## config.mk

```make
export PLATFORM = sky130hd
export DESIGN_NAME = bmem_arbiter_flat
export DESIGN_NICKNAME = d
export VERILOG_FILES = /design/src/rtl/bmem_pkg.sv /design/src/rtl/bmem_arbiter_if.sv /design/src/rtl/line_assembler.sv /design/src/rtl/bmem_arbiter.sv /design/src/flat_wrapper.sv
export SDC_FILE = /design/constraint.sdc
export NUM_CORES = 1
export LEC_CHECK = 0
export BUFFER_PORTS_ARGS = -buffer_cell sky130_fd_sc_hd__buf_2
export CORE_AREA = 2 2 408 410
export CTS_CLUSTER_DIAMETER = 60
export DETAILED_ROUTE_END_ITERATION = 7
export DIE_AREA = 0 0 410 412
export GPL_TIMING_DRIVEN = 0
export PLACE_DENSITY = 0.44
export SLEW_MARGIN = 30
export SYNTH_ARGS = -nofsm -noshare
export SYNTH_HDL_FRONTEND = slang
export SYNTH_HIERARCHICAL = 1
export SYNTH_SLANG_ARGS = --single-unit
```

## constraint.sdc

```tcl
create_clock -name clk -period 8.1 [get_ports clk]
set_input_delay 0.81 -clock clk [delete_from_list [all_inputs] [get_ports clk]]
set_output_delay 0.81 -clock clk [all_outputs]
set_load 0.03 [all_outputs]
```

## src/rtl/bmem_pkg.sv

```systemverilog
// Shared types and constants for the banked-memory arbiter.
package bmem_pkg;

    localparam int unsigned ADDR_W = 32;
    localparam int unsigned BEAT_W = 64;
    localparam int unsigned BEATS  = 4;
    localparam int unsigned LINE_W = BEATS * BEAT_W;
    localparam int unsigned CNT_W  = $clog2(BEATS);

    typedef enum logic [1:0] {IDLE, WBURST, WDONE} arb_state_t;
    typedef enum logic {OWN_I, OWN_D} owner_t;

    // Clear the byte-in-line offset bits of an address.
    function automatic logic [ADDR_W-1:0] line_align(input logic [ADDR_W-1:0] a);
        return a & ~(ADDR_W'(LINE_W / 8) - ADDR_W'(1));
    endfunction

endpackage

```

## src/rtl/bmem_arbiter_if.sv

```systemverilog
// Cache-side and memory-side signals of the banked-memory arbiter.
interface bmem_arbiter_if;
    import bmem_pkg::*;

    logic [ADDR_W-1:0] i_addr;
    logic              i_read;
    logic [LINE_W-1:0] i_rdata;
    logic              i_resp;

    logic [ADDR_W-1:0] d_addr;
    logic              d_read;
    logic              d_write;
    logic [LINE_W-1:0] d_wdata;
    logic [LINE_W-1:0] d_rdata;
    logic              d_resp;

    logic [ADDR_W-1:0] bmem_addr;
    logic              bmem_read;
    logic              bmem_write;
    logic [BEAT_W-1:0] bmem_wdata;
    logic              bmem_ready;
    logic [ADDR_W-1:0] bmem_raddr;
    logic [BEAT_W-1:0] bmem_rdata;
    logic              bmem_rvalid;

    // Arbiter view.
    modport slave (
        input  i_addr, i_read, d_addr, d_read, d_write, d_wdata,
        input  bmem_ready, bmem_raddr, bmem_rdata, bmem_rvalid,
        output i_rdata, i_resp, d_rdata, d_resp,
        output bmem_addr, bmem_read, bmem_write, bmem_wdata
    );

    // Environment view: caches and memory.
    modport master (
        output i_addr, i_read, d_addr, d_read, d_write, d_wdata,
        output bmem_ready, bmem_raddr, bmem_rdata, bmem_rvalid,
        input  i_rdata, i_resp, d_rdata, d_resp,
        input  bmem_addr, bmem_read, bmem_write, bmem_wdata
    );

endinterface

```

## src/rtl/line_assembler.sv

```systemverilog
// Tracks one outstanding read line and assembles its returning beats.
module line_assembler
    import bmem_pkg::*;
(
    input  logic              clk,
    input  logic              rst,
    input  logic              issue,
    input  logic [ADDR_W-1:0] issue_addr,
    input  logic              rvalid,
    input  logic [ADDR_W-1:0] raddr,
    input  logic [BEAT_W-1:0] rdata,
    output logic              pend,
    output logic              hit,
    output logic              resp,
    output logic [LINE_W-1:0] line
);

    logic              pend_q;
    logic [ADDR_W-1:0] pend_addr_q;
    logic [CNT_W-1:0]  cnt_q;
    logic [LINE_W-1:0] line_q;
    logic              resp_q;

    assign hit  = pend_q && (pend_addr_q == raddr);
    assign pend = pend_q;
    assign resp = resp_q;
    assign line = line_q;

    // Capture the pending address on issue; shift matching beats in from the top so that
    // beat 0 ends up in the low bits once the line is complete.
    always_ff @(posedge clk or posedge rst) begin
        if (rst) begin
            pend_q      <= 1'b0;
            pend_addr_q <= '0;
            cnt_q       <= '0;
            line_q      <= '0;
            resp_q      <= 1'b0;
        end else begin
            resp_q <= 1'b0;
            if (issue) begin
                pend_q      <= 1'b1;
                pend_addr_q <= issue_addr;
            end
            if (rvalid && hit) begin
                line_q <= {rdata, line_q[LINE_W-1:BEAT_W]};
                if (cnt_q == CNT_W'(BEATS - 1)) begin
                    cnt_q  <= '0;
                    pend_q <= 1'b0;
                    resp_q <= 1'b1;
                end else begin
                    cnt_q <= cnt_q + CNT_W'(1);
                end
            end
        end
    end

endmodule

```

## src/rtl/bmem_arbiter.sv

```systemverilog
// Shares the banked-memory port between icache and dcache: round-robin grant, write burst
// sequencing and address-steered read return.
module bmem_arbiter
    import bmem_pkg::*;
(
    input logic          clk,
    input logic          rst,
    bmem_arbiter_if.slave bus
);

    arb_state_t        state_q;
    logic [CNT_W-1:0]  wcnt_q;
    logic [ADDR_W-1:0] wr_addr_q;
    owner_t            last_q;
    logic              wr_resp_q;

    // Performance counters, read hierarchically by the top-level report.
    logic [31:0] rx_drop;
    logic [31:0] i_grant_hk;
    logic [31:0] d_grant_hk;

    logic i_pend, d_pend, i_hit, d_hit, i_lresp, d_lresp;
    logic [LINE_W-1:0] i_line, d_line;

    logic i_elig, d_elig, grant_i, grant_d;
    logic i_issue, d_issue, d_wr_start;

    // Eligibility and round-robin grant; only IDLE grants.
    always_comb begin
        i_elig     = bus.i_read && !i_pend && !i_lresp;
        d_elig     = (bus.d_read || bus.d_write) && !d_pend && !(d_lresp || wr_resp_q);
        grant_d    = (state_q == IDLE) && d_elig && (!i_elig || last_q == OWN_I);
        grant_i    = (state_q == IDLE) && i_elig && !grant_d;
        i_issue    = grant_i && bus.bmem_ready;
        d_issue    = grant_d && bus.d_read && bus.bmem_ready;
        d_wr_start = grant_d && bus.d_write && bus.bmem_ready;
    end

    // Bus command outputs; held at zero while reset is asserted.
    always_comb begin
        bus.bmem_addr  = '0;
        bus.bmem_read  = 1'b0;
        bus.bmem_write = 1'b0;
        bus.bmem_wdata = '0;
        if (!rst) begin
            unique case (state_q)
                IDLE: begin
                    if (grant_d) begin
                        bus.bmem_addr = line_align(bus.d_addr);
                        if (bus.d_write) begin
                            bus.bmem_write = 1'b1;
                            bus.bmem_wdata = bus.d_wdata[BEAT_W*int'(wcnt_q) +: BEAT_W];
                        end else begin
                            bus.bmem_read = 1'b1;
                        end
                    end else if (grant_i) begin
                        bus.bmem_addr = line_align(bus.i_addr);
                        bus.bmem_read = 1'b1;
                    end
                end
                WBURST: begin
                    bus.bmem_addr  = wr_addr_q;
                    bus.bmem_write = 1'b1;
                    bus.bmem_wdata = bus.d_wdata[BEAT_W*int'(wcnt_q) +: BEAT_W];
                end
                default: ;
            endcase
        end
    end

    // Arbiter FSM, write beat counter, round-robin history and perf counters.
    always_ff @(posedge clk or posedge rst) begin
        if (rst) begin
            state_q    <= IDLE;
            wcnt_q     <= '0;
            wr_addr_q  <= '0;
            last_q     <= OWN_I;
            wr_resp_q  <= 1'b0;
            rx_drop    <= '0;
            i_grant_hk <= '0;
            d_grant_hk <= '0;
        end else begin
            wr_resp_q <= 1'b0;
            if (bus.bmem_rvalid && !i_hit && !d_hit) begin
                rx_drop <= rx_drop + 32'd1;
            end
            unique case (state_q)
                IDLE: begin
                    if (i_issue) begin
                        last_q     <= OWN_I;
                        i_grant_hk <= i_grant_hk + 32'd1;
                    end
                    if (d_issue || d_wr_start) begin
                        last_q     <= OWN_D;
                        d_grant_hk <= d_grant_hk + 32'd1;
                    end
                    if (d_wr_start) begin
                        state_q   <= WBURST;
                        wcnt_q    <= CNT_W'(1);
                        wr_addr_q <= line_align(bus.d_addr);
                    end
                end
                WBURST: begin
                    if (bus.bmem_ready) begin
                        if (wcnt_q == CNT_W'(BEATS - 1)) begin
                            state_q   <= WDONE;
                            wcnt_q    <= '0;
                            wr_resp_q <= 1'b1;
                        end else begin
                            wcnt_q <= wcnt_q + CNT_W'(1);
                        end
                    end
                end
                WDONE: state_q <= IDLE;
                default: state_q <= IDLE;
            endcase
        end
    end

    line_assembler u_i_asm (
        .clk       (clk),
        .rst       (rst),
        .issue     (i_issue),
        .issue_addr(line_align(bus.i_addr)),
        .rvalid    (bus.bmem_rvalid),
        .raddr     (bus.bmem_raddr),
        .rdata     (bus.bmem_rdata),
        .pend      (i_pend),
        .hit       (i_hit),
        .resp      (i_lresp),
        .line      (i_line)
    );

    line_assembler u_d_asm (
        .clk       (clk),
        .rst       (rst),
        .issue     (d_issue),
        .issue_addr(line_align(bus.d_addr)),
        .rvalid    (bus.bmem_rvalid),
        .raddr     (bus.bmem_raddr),
        .rdata     (bus.bmem_rdata),
        .pend      (d_pend),
        .hit       (d_hit),
        .resp      (d_lresp),
        .line      (d_line)
    );

    assign bus.i_resp  = i_lresp;
    assign bus.i_rdata = i_line;
    assign bus.d_resp  = d_lresp || wr_resp_q;
    assign bus.d_rdata = d_line;

endmodule

```

## src/flat_wrapper.sv

```systemverilog
// flat-port wrapper written by rule: the top's interface ports become plain ports
module bmem_arbiter_flat import bmem_pkg::*;
  (clk, rst, bus_i_addr, bus_i_read, bus_d_addr, bus_d_read, bus_d_write, bus_d_wdata, bus_bmem_ready, bus_bmem_raddr, bus_bmem_rdata, bus_bmem_rvalid, bus_i_rdata, bus_i_resp, bus_d_rdata, bus_d_resp, bus_bmem_addr, bus_bmem_read, bus_bmem_write, bus_bmem_wdata);
  bmem_arbiter_if bus_i ();
  input logic clk;
  input logic rst;
  input wire logic [$bits(bus_i.i_addr)-1:0] bus_i_addr;
  input wire logic [$bits(bus_i.i_read)-1:0] bus_i_read;
  input wire logic [$bits(bus_i.d_addr)-1:0] bus_d_addr;
  input wire logic [$bits(bus_i.d_read)-1:0] bus_d_read;
  input wire logic [$bits(bus_i.d_write)-1:0] bus_d_write;
  input wire logic [$bits(bus_i.d_wdata)-1:0] bus_d_wdata;
  input wire logic [$bits(bus_i.bmem_ready)-1:0] bus_bmem_ready;
  input wire logic [$bits(bus_i.bmem_raddr)-1:0] bus_bmem_raddr;
  input wire logic [$bits(bus_i.bmem_rdata)-1:0] bus_bmem_rdata;
  input wire logic [$bits(bus_i.bmem_rvalid)-1:0] bus_bmem_rvalid;
  output wire logic [$bits(bus_i.i_rdata)-1:0] bus_i_rdata;
  output wire logic [$bits(bus_i.i_resp)-1:0] bus_i_resp;
  output wire logic [$bits(bus_i.d_rdata)-1:0] bus_d_rdata;
  output wire logic [$bits(bus_i.d_resp)-1:0] bus_d_resp;
  output wire logic [$bits(bus_i.bmem_addr)-1:0] bus_bmem_addr;
  output wire logic [$bits(bus_i.bmem_read)-1:0] bus_bmem_read;
  output wire logic [$bits(bus_i.bmem_write)-1:0] bus_bmem_write;
  output wire logic [$bits(bus_i.bmem_wdata)-1:0] bus_bmem_wdata;
  assign bus_i.i_addr = bus_i_addr;
  assign bus_i.i_read = bus_i_read;
  assign bus_i.d_addr = bus_d_addr;
  assign bus_i.d_read = bus_d_read;
  assign bus_i.d_write = bus_d_write;
  assign bus_i.d_wdata = bus_d_wdata;
  assign bus_i.bmem_ready = bus_bmem_ready;
  assign bus_i.bmem_raddr = bus_bmem_raddr;
  assign bus_i.bmem_rdata = bus_bmem_rdata;
  assign bus_i.bmem_rvalid = bus_bmem_rvalid;
  assign bus_i_rdata = bus_i.i_rdata;
  assign bus_i_resp = bus_i.i_resp;
  assign bus_d_rdata = bus_i.d_rdata;
  assign bus_d_resp = bus_i.d_resp;
  assign bus_bmem_addr = bus_i.bmem_addr;
  assign bus_bmem_read = bus_i.bmem_read;
  assign bus_bmem_write = bus_i.bmem_write;
  assign bus_bmem_wdata = bus_i.bmem_wdata;
  bmem_arbiter u_core (.clk(clk), .rst(rst), .bus(bus_i));
endmodule
```

# ---- Word-level counts from Yosys, hierarchy flattened
# Cells that the tools add are included.
dict set report classes {
  eq_ne 9
  reduce_logical 34
  shift 1
  addsub 3
  bitwise_logic 1
  muxes 41
}
# operator n
set op_table {}
lappend op_table {{variable part select 256 x 9 -> 64 bit} 1}
lappend op_table {{two-way mux 64 bit} 3}
lappend op_table {{case mux 64 bit (2 select lines)} 1}
lappend op_table {{two-way mux 32 bit} 3}
lappend op_table {{equality test 32 bit} 2}
lappend op_table {{case mux 32 bit (2 select lines)} 1}
lappend op_table {{two-way mux 1 bit} 23}
lappend op_table {{logical AND 1 bit} 17}
lappend op_table {{two-way mux 2 bit} 7}
lappend op_table {{case mux 2 bit (2 select lines)} 2}
lappend op_table {{adder 2 x 1 -> 2 bit, second input constant} 3}
lappend op_table {{equality test 2 bit, second input constant} 3}
lappend op_table {{zero test 1 bit} 6}
lappend op_table {{AND reduction 3 bit} 2}
lappend op_table {{logical OR 1 bit} 4}
lappend op_table {{!= test 2 x 1 -> 1 bit, second input constant} 2}
lappend op_table {{AND reduction 2 bit} 2}
lappend op_table {{nonzero test 2 bit} 2}
lappend op_table {{equality test 2 x 1 -> 1 bit, second input constant} 1}
lappend op_table {{zero test 2 bit} 1}
lappend op_table {{!= test 2 bit, second input constant} 1}
lappend op_table {{case mux 1 bit (2 select lines)} 1}
lappend op_table {{inverter 1 bit} 1}
dict set report word_totals {
  regBits 607
  word_cells 104
  output_inout_bits 612
  in_bits 423
}

# ---- Longest topological paths before layout
dict set report depth {
  depth_word 12
  mapped_depth 8
}

# ---- Modules after synthesis
# The synthesis kept the hierarchy.
# module area_each_um2 cells_per_inst instances
set modules_own_cells {}
lappend modules_own_cells {line_assembler 11229.5 682 2}
lappend modules_own_cells {bmem_arbiter 3915.0 318 1}

# ---- Worst setup path after synthesis
# Ideal clock, no wire load.
dict set report synth_timing {
  path_kind {in2out}
  startpoint {input port bus_i_read}
  endpoint {output port bus_bmem_read}
  path_slack_ns 4.235
  arrival_ns 3.055
  stages 4
  n_path_buf 0
  path_cell_list {or2b_2 > nor4_1 > o31ai_1 > a2111oi_0}
}
dict set report synth_between {
  elab_chain_len 11
}
# item line_no
set synth_rtl {}
lappend synth_rtl {{from (decl)} flat_wrapper.sv:8} ;# input wire logic [$bits(bus_i.i_read)-1:0] bus_i_read;
lappend synth_rtl {{logical AND 1 bit * (2 in a row)} bmem_arbiter.sv:30} ;# i_elig = bus.i_read && !i_pend && !i_lresp;
lappend synth_rtl {{zero test 1 bit} bmem_arbiter.sv:32} ;# grant_d = (state_q == IDLE) && d_elig && (!i_elig || last_q == OWN_I);
lappend synth_rtl {{logical OR 1 bit} bmem_arbiter.sv:32}
lappend synth_rtl {{logical AND 1 bit} bmem_arbiter.sv:32}
lappend synth_rtl {{zero test 1 bit} bmem_arbiter.sv:33} ;# grant_i = (state_q == IDLE) && i_elig && !grant_d;
lappend synth_rtl {{logical AND 1 bit} bmem_arbiter.sv:33}
lappend synth_rtl {{two-way mux 1 bit} bmem_arbiter.sv:56} ;# end else if (grant_i) begin
lappend synth_rtl {{two-way mux 1 bit *} bmem_arbiter.sv:48} ;# if (grant_d) begin
lappend synth_rtl {{two-way mux 1 bit *} bmem_arbiter.sv:46} ;# unique case (state_q)
lappend synth_rtl {{two-way mux 1 bit *} bmem_arbiter.sv:45} ;# if (!rst) begin
lappend synth_rtl {{to (decl)} flat_wrapper.sv:22} ;# output wire logic [$bits(bus_i.bmem_read)-1:0] bus_bmem_read;
# Every way passes the cells marked *; elsewhere a longest branch is shown, timed or not.

# ---- Worst setup path after layout
dict set report layout_timing {
  startpoint {register u_core.u_i_asm.resp_q, in the netlist u_core/u_i_asm/resp}
  endpoint {output port bus_bmem_wdata[50]}
}
dict set report layout_between {
  elab_chain_len 8
}
# item line_no
set layout_rtl {}
lappend layout_rtl {{from (decl)} line_assembler.sv:22} ;# logic resp_q;
lappend layout_rtl {{from (signal assigned)} line_assembler.sv:37} ;# resp_q <= 1'b0;
lappend layout_rtl {{from (signal assigned)} line_assembler.sv:39} ;# resp_q <= 1'b0;
lappend layout_rtl {{from (signal assigned)} line_assembler.sv:49} ;# resp_q <= 1'b1;
lappend layout_rtl {{zero test 1 bit} bmem_arbiter.sv:30}
lappend layout_rtl {{logical AND 1 bit} bmem_arbiter.sv:30}
lappend layout_rtl {{zero test 1 bit} bmem_arbiter.sv:32}
lappend layout_rtl {{logical OR 1 bit} bmem_arbiter.sv:32}
lappend layout_rtl {{logical AND 1 bit} bmem_arbiter.sv:32}
lappend layout_rtl {{two-way mux 64 bit} bmem_arbiter.sv:48}
lappend layout_rtl {{case mux 64 bit (2 select lines)} bmem_arbiter.sv:46}
lappend layout_rtl {{two-way mux 64 bit} bmem_arbiter.sv:45}
lappend layout_rtl {{to (decl)} flat_wrapper.sv:24} ;# output wire logic [$bits(bus_i.bmem_wdata)-1:0] bus_bmem_wdata;
# No other way between the ends.

==> reports/metrics.cfg <==
[logic_synthesis]
yosys_warnings = 6
netlist_area_um2 = 26400
syn_inst = 1680
syn_avg_cell_area_um2 = 15.7

[sta]
final.setup.tns_ns = 0
rsz0062_at_grt = no
slew_violations = 0
relSlewSlack_pct = 32.4
min_period_ns = 4.37
setup_viol = 0
hold_viol_final = 0
fmax_ghz = 0.229
fin_skew_ns = 0.0349
worst_slew_pin_slew_ns = 1.01
min_period_over_period_pct = 54.0

[global_route]
grt_max_degree = 26
antenna_found_initial = 72
grtUsageMet1_pct = 18.0
grt_pass1_vias = 20700
grtUsageMet2_pct = 28.5
track_usage_pct = 16.2
met3_usage_pct = 4.59
grt_overflow = 0
grt_pass1_wl_um = 187000
busiest_layer = met2

[clock_network]
clk_pin_slew_worst_paths_ns = 0.06
ctsHoldBuffers = 0
cts_tree = yes
post_cts.repair.setup_buffers = 0
insertion_delay_ns = 0.69
cts_resized = 0
cts_sinks = 617
htreeDepth = 3
cts-root-buf = clkbuf_16
clockBufferDepth = 3
cts-buffers-inserted = 85

[worst_setup_path]
crit_path_top_delay_cell = clkbuf_1
critPathKind = flop to primary output
cp.required_ns = 7.29
crit_arrival_ns = 3.56
crit_path_start_kind = flop
worstPathMaxFanout = 10
crit_buf_inv = 3
cp_common_cell = buf_2
end_kind = primary output
path_cells = and4bb_2, nor3_1, o21ai_0, buf_2, clkbuf_1, nor2b_1, buf_2
critPathTopFamily = buffers and inverters
slowest_delay_ns = 0.60

[power]
p_clk_share_pct = 40.2
pwr-share-seq_pct = 37.1
switchingPower_w = 0.00296
power_density_nw_per_um2 = 248
power_w = 0.00941
switching_share_pct = 31.5
p_comb_share_pct = 22.7
ir_drop_mv = 0.175
p_int_w = 0.00645
leakagePower_nw = 20.5

[placement]
numPortBuffers = 1019
dpl.hpwl_um = 117000
gp_congestion = 1.01

[drt]
drt_iter0_drc = 916
wl_um = 140000
detail_route.wl_per_cell_um = 27.4
num_vias = 19800
drc_errors = 0
vias_per_cell = 3.86
drt-pass1-iter-count = 5
ant_nets = 0

[layout]
synthToLayoutAreaGrowth_pct = 43.8
multi_input_area_um2 = 10300
drive_above_1_share_pct = 53.7
fill_cells = 17700
nets = 3258
finalCoreUtilization_pct = 23.1
seqCellArea_um2 = 15400

[status]
status = finished clean

[floorplanning]
num_rows = 149
fp.dieW_um = 410
pin_count = 1035
dieHeight_um = 412
dieArea_um2 = 169000
core_area_um2 = 164000
start_util_pct = 16.0

[min_path]
holdCritPathClass = input port to asynchronous set/reset pin

[job]
cap_violations = 0

per-layer routing:
layer  vias to the layer above  part of all wire (%)
met5                         -                  0.11
met4                        22                   4.8
met3                       224                   7.3
met2                       805                    51
met1                     10200                    37
li1                       8483                     -
final cells by class:
cell class	instances	share of cell area, %
Buffer	102	1.63
Timing Repair Buffer	1051	15.3
Antenna cell	37	0.244
Clock inverter	39	1.23
Inverter	17	0.188
Multi-Input combinational cell	958	27.2
Tap cell	2189	7.23
Sequential cell	617	40.7
Clock buffer	112	6.28
power by group through the flow:
stage                     combinational, W  clock (W)  sequential, W
after global routing               0.00224    0.00405        0.00351
after global placement             0.00208          0        0.00354
after floorplan                    0.00129          0        0.00348
final                              0.00214    0.00378        0.00349
after CTS                          0.00213    0.00391        0.00349
after detailed placement           0.00213          0        0.00354
flip-flops by register name (all words and copies together) (netlist names), 2 cells and up:
register                    flops
u_core/state_q                  2
u_core/u_d_asm/cnt_q            2
u_core/u_d_asm/line           256
u_core/u_d_asm/pend_addr_q     32
u_core/u_i_asm/cnt_q            2
u_core/u_i_asm/line           256
u_core/u_i_asm/pend_addr_q     32
u_core/wcnt_q                   2
u_core/wr_addr_q               27
worst paths after layout:
| kind | from | endpoint | slack [ns] | cells past startpoint |
|---|---|---|---|---|
| worst max-delay path | u_core/u_i_asm/resp$_DFF_PP0_ | bus_bmem_wdata[50] | 3.73 | 7 |
| worst min-delay path | rst | u_core/u_i_asm/pend_addr_q[22]$_DFFE_PP0P_ | 0.23 | 2 |
| worst max register to register | u_core/u_i_asm/pend_addr_q[1]$_DFFE_PP0P_ | u_core/u_i_asm/line[254]$_DFFE_PP0P_ | 4.53 | 8 |
| worst min register to register | u_core/u_d_asm/line[29]$_DFFE_PP0P_ | u_core/u_d_asm/line[29]$_DFFE_PP0P_ | 0.48 | 1 |
| max in group asynchronous | rst | u_core/u_i_asm/line[23]$_DFFE_PP0P_ | 6.31 | 8 |
| min in group clk | bus_bmem_rdata[27] | u_core/u_i_asm/line[219]$_DFFE_PP0P_ | 0.35 | 2 |
placed cells by master, fill, tap and decap left out, types with 17 or more instances in the layout:
cell       instances
buf_2           1043
dfrtp_1          617
mux2_1           398
mux2_2           201
clkbuf_16         85
nor2b_1           76
mux4_2            64
buf_4             49
xor2_1            38
diode_2           37
clkbuf_1          36
and3_1            27
a221o_1           20
nand2b_1          17
per-stage QoR:
step	hold slack (ns)	setup WS, ns	cell area [um2]	cells
after global routing	0.203	3.67	37900	5108
after floorplan	0.450	3.41	26400	1694
after detailed placement	0.469	3.69	34900	4933
after CTS	0.160	3.74	37800	5084
final	0.231	3.73	37900	5122
after global placement	0.460	0.464	34300	4902
worst reg2reg max path, cell delays in order, from the launching register on:
cell and delay (ns):
dfrtp_1 0.40, xor2_1 0.16, nor4_1 0.53, nand4_1 0.25
nor4_4 0.58, buf_4 0.29, buf_2 0.49, buf_4 0.38
mux2_1 0.35
No activity file was read; power rests on OpenSTA's default activity.
